==> src/rtl/operand_fetch.sv <==
// Operand fetch: an 8-entry register file with one read port, and an IDLE/RD_A/RD_B FSM.
// The FSM reads operand A and then operand B through that shared port.
module operand_fetch #(
    parameter int DATA_W = 16
) (
    input  logic              clk,
    input  logic              reset,
    input  logic              wr_en,
    input  logic [2:0]        wr_num,
    input  logic [DATA_W-1:0] wr_data,
    input  logic              start,
    input  logic [2:0]        rn,
    input  logic [2:0]        rm,
    input  logic [1:0]        shift_in,
    output logic              busy,
    output logic              valid,
    output logic [DATA_W-1:0] a_out,
    output logic [DATA_W-1:0] b_out,
    output logic [1:0]        shift_out
);

    typedef enum logic [1:0] {IDLE, RD_A, RD_B} state_t;

    state_t            state;
    logic [DATA_W-1:0] regs [8];
    logic [2:0]        rn_lat;
    logic [2:0]        rm_lat;
    logic [1:0]        shift_lat;
    logic [2:0]        rd_idx;
    logic [DATA_W-1:0] rd_data;

    // Single read port, shared between the two read states.
    always_comb begin
        rd_idx  = (state == RD_B) ? rm_lat : rn_lat;
        rd_data = regs[rd_idx];
    end

    assign busy = (state != IDLE);

    // Reads sample the array before this edge's write lands, so there is no bypass.
    always_ff @(posedge clk) begin
        if (reset) begin
            for (int i = 0; i < 8; i++) regs[i] <= '0;
        end else if (wr_en) begin
            regs[wr_num] <= wr_data;
        end
    end

    always_ff @(posedge clk) begin
        if (reset) begin
            state     <= IDLE;
            valid     <= 1'b0;
            a_out     <= '0;
            b_out     <= '0;
            shift_out <= 2'b00;
            rn_lat    <= '0;
            rm_lat    <= '0;
            shift_lat <= 2'b00;
        end else begin
            valid <= 1'b0;
            case (state)
                IDLE: begin
                    if (start) begin
                        rn_lat    <= rn;
                        rm_lat    <= rm;
                        shift_lat <= shift_in;
                        state     <= RD_A;
                    end
                end
                RD_A: begin
                    a_out <= rd_data;
                    state <= RD_B;
                end
                RD_B: begin
                    b_out     <= rd_data;
                    shift_out <= shift_lat;
                    valid     <= 1'b1;
                    state     <= IDLE;
                end
                default: state <= IDLE;
            endcase
        end
    end

endmodule

==> config.mk <==
export PLATFORM = sky130hd
export DESIGN_NAME = operand_fetch
export DESIGN_NICKNAME = d
export VERILOG_FILES = /design/src/rtl/operand_fetch.sv
export SDC_FILE = /design/constraint.sdc
export NUM_CORES = 1
export LEC_CHECK = 0
export CAP_MARGIN = 15
export CORE_MARGIN = 8
export CORE_UTILIZATION = 50
export DETAILED_ROUTE_END_ITERATION = 7
export PLACE_DENSITY = 0.7
export SETUP_SLACK_MARGIN = 0.5
export SYNTH_ARGS = -nofsm -noshare
export SYNTH_HDL_FRONTEND = slang
export SYNTH_SLANG_ARGS = --single-unit
==> constraint.sdc <==
create_clock -name clk -period 2.35 [get_ports clk]
set_input_delay 0.3525 -clock clk [delete_from_list [all_inputs] [get_ports clk]]
set_output_delay 0.3525 -clock clk [all_outputs]
set_load 0.01 [all_outputs]
== After elaboration in Yosys (flattened, before gate mapping) ==
Memory sizes are Yosys's and may differ from the RTL's.
Index checks and enable logic that the tools add are counted.
Widths: inputs -> output; s select.

* Flip-flop bits (word level): 45
* Bits in latches: 0
* Bits in writable memories: 128
* Bits in read-only memories: 0
* Output and inout bits: 36
* Word-level logic and storage cells: 28
* Memories kept: 1

* $add $sub $neg: 0
* Multiply operators: 0
* Divide/modulo/power cells: 0
* Magnitude comparators: 0
* Equal/unequal tests: 3
* Shift-type cells: 0
* Muxes and demuxes: 12
* Bitwise operators: 0
* Reduce and logical (&&, ||, !) cells: 4

{| class="wikitable"
|+ Memories
! name !! words !! bits a word !! read ports !! clocked after memory_dff !! wr ports !! RTL line !! RTL
|-
| regs || 8 || 16 || 1 || 0 || 8 || 25 || <nowiki>logic [DATA_W-1:0] regs [8];</nowiki>
|}

{| class="wikitable"
|+ Operator list
! kind !! number
|-
| $mux 16 || 1
|-
| $reduce_or 16->1 || 1
|-
| $mux 1 || 7
|-
| $mux 3 || 2
|-
| $pmux 2 s2 || 1
|-
| $eq 2x1->1 const B || 1
|-
| $eq 2x2->1 const B || 1
|-
| $logic_not 2->1 || 1
|-
| $mux 2 || 1
|-
| $ne 2x2->1 const B || 1
|-
| $reduce_and 2->1 || 1
|-
| $reduce_bool 2->1 || 1
|}

== Longest topological paths before layout ==
* Depth after elaboration: 5
* Mapped depth: 9

== Least setup slack after synthesis ==
OpenSTA, ideal clock, no wires.

* Path kind: input to register
* Start point: in reset
* End point: mem regs[1][0] (enable)
* Setup time: 0.334 ns
* Arrival: 1.563 ns
* Slack: 0.454 ns
* Cell stages on the path: 4
* Path buffers: 1
* Cell sequence: clkbuf_1 -> or3b_2 -> nor2_1 -> or2_2

{| class="wikitable"
|+ RTL lines
! item !! RTL line !! RTL
|-
| from (decl) || 7 || <nowiki>input logic reset,</nowiki>
|-
| to (decl) || 25 ||
|}

== Final worst setup path ==
* Start point: reg state[1]
* End point: reg b_out[15]

* Longest elaborated chain between the ends: 3

{| class="wikitable"
|+ Ends and longest elaborated chain
! item !! RTL line !! RTL
|-
| from (decl) || 24 || <nowiki>state_t state;</nowiki>
|-
| from (signal assigned) || 51 || <nowiki>state <= IDLE;</nowiki>
|-
| from (signal assigned) || 67 || <nowiki>state <= RD_A;</nowiki>
|-
| from (signal assigned) || 72 || <nowiki>state <= RD_B;</nowiki>
|-
| $eq 2x2->1 (*) || 34, 61 ||
|-
| $mux 3 || 34 || <nowiki>rd_idx = (state == RD_B) ? rm_lat : rn_lat;</nowiki>
|-
| $mem_v2 8x16 || -- ||
|-
| to (signal assigned) || 75 || <nowiki>b_out <= rd_data;</nowiki>
|-
| to (decl) || 18 || <nowiki>output logic [DATA_W-1:0] b_out,</nowiki>
|}

Mark *: on every way between the ends. The rest lies on a longest branch, timed or not.
A chain may end at the register's enable or synchronous reset.

==> flow_summary.toml <==
[outcome]
status = "finished, final reports clean"

[clock_network]
cts_buffer_depth = 2
h-tree-depth = 4
clock_sinks = 173
cts_tree = "built"
hold_buffers = 0
insertion_delay_ns = 0.44
numCtsBuffers = 17
clk_pin_slew_ns = 0.06
root_buffer = "clkbuf_16"

[flow_run]
cap_violations = 0

[logic_synthesis]
synth_area_leaders = "edfxtp_1 (48%), a211oi_1 (12%), dfxtp_1 (11%)"
synth_most_common_cell = "and2_1"
synth_cell_type_count = 31
synth-async-reset-ratio = 0
synth_top_flop_cell = "edfxtp_1"
synthCells = 667
ys_warn_count = 0
synth_top_area_frac = 0.479
seq_area_frac_synth = 0.591
synth_edf_count = 128
synth_nets = 698
yosys.area.top_type = "edfxtp_1"
synth-seq-cells = 173
synth_area_per_cell_um2 = 12.0
syn_area_mm2 = 0.00802
synth_commonest_cells = "and2_1 (129), edfxtp_1 (128), a211oi_1 (124)"

[floorplanning]
die_h_um = 143
std_cell_rows = 46
ios = 67
die-area_mm2 = 0.0204
initial_core_util = 0.509
die_x_um = 143
core_area_mm2 = 0.0158

[critical_path]
crit_path_cell_trace = "and3b_2, a21o_4, bufbuf_16, a211oi_2, nor4_2, buf_4, a22o_1"
cp_slowest_cell = "dfxtp_4"
cp.required_ns = 2.67
endpoint_kind = "flop"
start_kind = "flop"
arrival_ns = 2.30
r2r_cells = 7
criticalPathCategory = "flop to flop"
reg2reg_to = "b_out[15]"
path_buf_inv = 2
path_delay_family = "compound AO/OA/AOI/OAI gates"
crit_path_max_incr_delay_ns = 0.36
r2r_slack_ns = 0.37
r2r_start = "state[1]"
crit_fanout = 11

[pwr]
ir_worst_vdd_mv = 0.608
total_power_uw = 7130
power_density_mw_per_mm2 = 691
cellLeakagePower_uw = 0.00373

[sta]
final-max-slew-violation-count = 0
fin_skew_ns = 0.0112
max_slew_margin = 0.521
fmaxAchievable_ghz = 0.505
setup_slack_ns = 0.371
hold_ws_ns = 0.459
min_period_ns = 1.98
tightestPinTransition_ns = 0.718
min_period_over_period = 0.842
final-hold-violation-count = 0
rsz0062_at_grt = "true"
setup_violations = 0

[drt]
wl_um = 21400
wl_per_cell_um = 21.8
drt_iter0_markers = 604
drc = 0
dr.pass1.iters = 6
vias = 5715
vias_per_cell = 5.84
ant_nets = 0

[global_route]
grt_pass1_vias = 5629
grt_max_degree = 66
antenna_found_initial = 0
grt_remaining_overflow = 0
grt_pass1_wl_um = 32100
grt.total_usage = 0.211

[worst_hold_path]
min-delay-start = "shift_lat[1]"
min_path_cells = 2
min_to = "shift_out[1]"
hold_path.class = "flop to flop"

[final_layout]
layout-drive-gt1-share = 0.231
fin_area_mm2 = 0.0103
final_nets = 782
nFillCells = 1142
diodes = 0
multi_input_area_mm2 = 0.00324
area_growth_syn_to_layout_pct = 28.5
seqCellArea_mm2 = 0.00475

[placement]
place_congestion = 0.832
hpwlAfterDp_um = 12900
dpl_worst_slack_ns = -0.0607
dpl-instance-area_mm2 = 0.00891
io_buffers = 66
[worst max path at each step]
stage                        start    endpoint  cells past startpoint
after floorplan              reset  regs[5][0]                      4
after global placement       reset    a_out[8]                      4
after detailed placement     reset    a_out[8]                      4
after CTS                 state[1]   a_out[13]                      7
after global routing      state[0]    b_out[6]                      9
final                     state[1]   b_out[15]                      7
[flip-flops by register name, indices dropped and copies added, names as in the netlist]
name	count
a_out	16
regs	128
shift_out	2
b_out	16
shift_lat	2
valid	1
rm_lat	3
rn_lat	3
state	2
[report_power, final]
| group | internal [uW] | total (uW) | switching (uW) | leakage, uW |
|---|---|---|---|---|
| Combinational | 433 | 993 | 559 | 0.00189 |
| Clock | 1440 | 2590 | 1150 | 0.000242 |
| Sequential | 3460 | 3550 | 86.5 | 0.00159 |
[cells by family after synthesis]
kind of cell / after synthesis / share of synthesized area
AO/OA/AOI/OAI: 176 / 0.176
buffers and inverters: 119 / 0.0699
flip-flops: 173 / 0.591
AND/OR/NAND/NOR: 199 / 0.163
[worst register-to-register path, delay by kind of cell (launching register included)]
| kind | cells | cell delay [ns] |
|---|---|---|
| AOI/OAI and AO/OA | 3 | 0.70 |
| and+or+nand+nor | 2 | 0.32 |
| DFF | 1 | 0.36 |
| buffers and inverters | 2 | 0.49 |
[stage by stage]
step | utilization | TNS, ns | cells
2_1_floorplan | - | 0 | 667
3_3_place_gp | 0.565 | 0 | 921
3_5_place_dp | 0.565 | -0.815 | 921
4_1_cts | 0.637 | 0 | 972
5_1_grt | 0.654 | 0 | 978
6_report | 0.654 | 0 | 978
[routing by layer]
metal	GRT usage	part of all wire	vias to the layer above	wire, um
met3	0.0531	0.081	36	1720
met2	0.344	0.49	254	10500
met4	0.0833	0.020	0	433
met1	0.265	0.41	2835	8720
met5	0	0	-	0
li1	-	-	2590	-
[layout make-up]
cell class,instances,area share
clock buffers,19,0.0420
multi-input cells,377,0.314
flip-flops and latches,173,0.461
repair buffers,114,0.123
clock inverters,11,0.00946
inverters,68,0.0248
well taps,216,0.0262
[cell usage in the layout, fill, tap and decap left out, types with 10 or more instances in the layout]
| cell | count |
|---|---|
| clkbuf_16 | 19 |
| clkdlybuf4s50_1 | 65 |
| buf_4 | 30 |
| dfxtp_1 | 42 |
| and2_1 | 129 |
| edfxtp_1 | 128 |
| buf_12 | 10 |
| a211oi_1 | 70 |
| a211oi_2 | 42 |
| nor4_2 | 11 |
| a21oi_1 | 10 |
| nand2_1 | 22 |
| a211oi_4 | 16 |
| a22o_1 | 32 |
| inv_1 | 68 |
[timing repair]
item / in CTS / in global routing
pin swaps: 15 / 5
setup buffers: 16 / 4
endpoints found under the setup margin: 49 / 114
gates resized for setup: 67 / 31
endpoints found under the hold margin: 0 / 0
cloned: 5 / 2
Power figures use the tool's default switching activity.
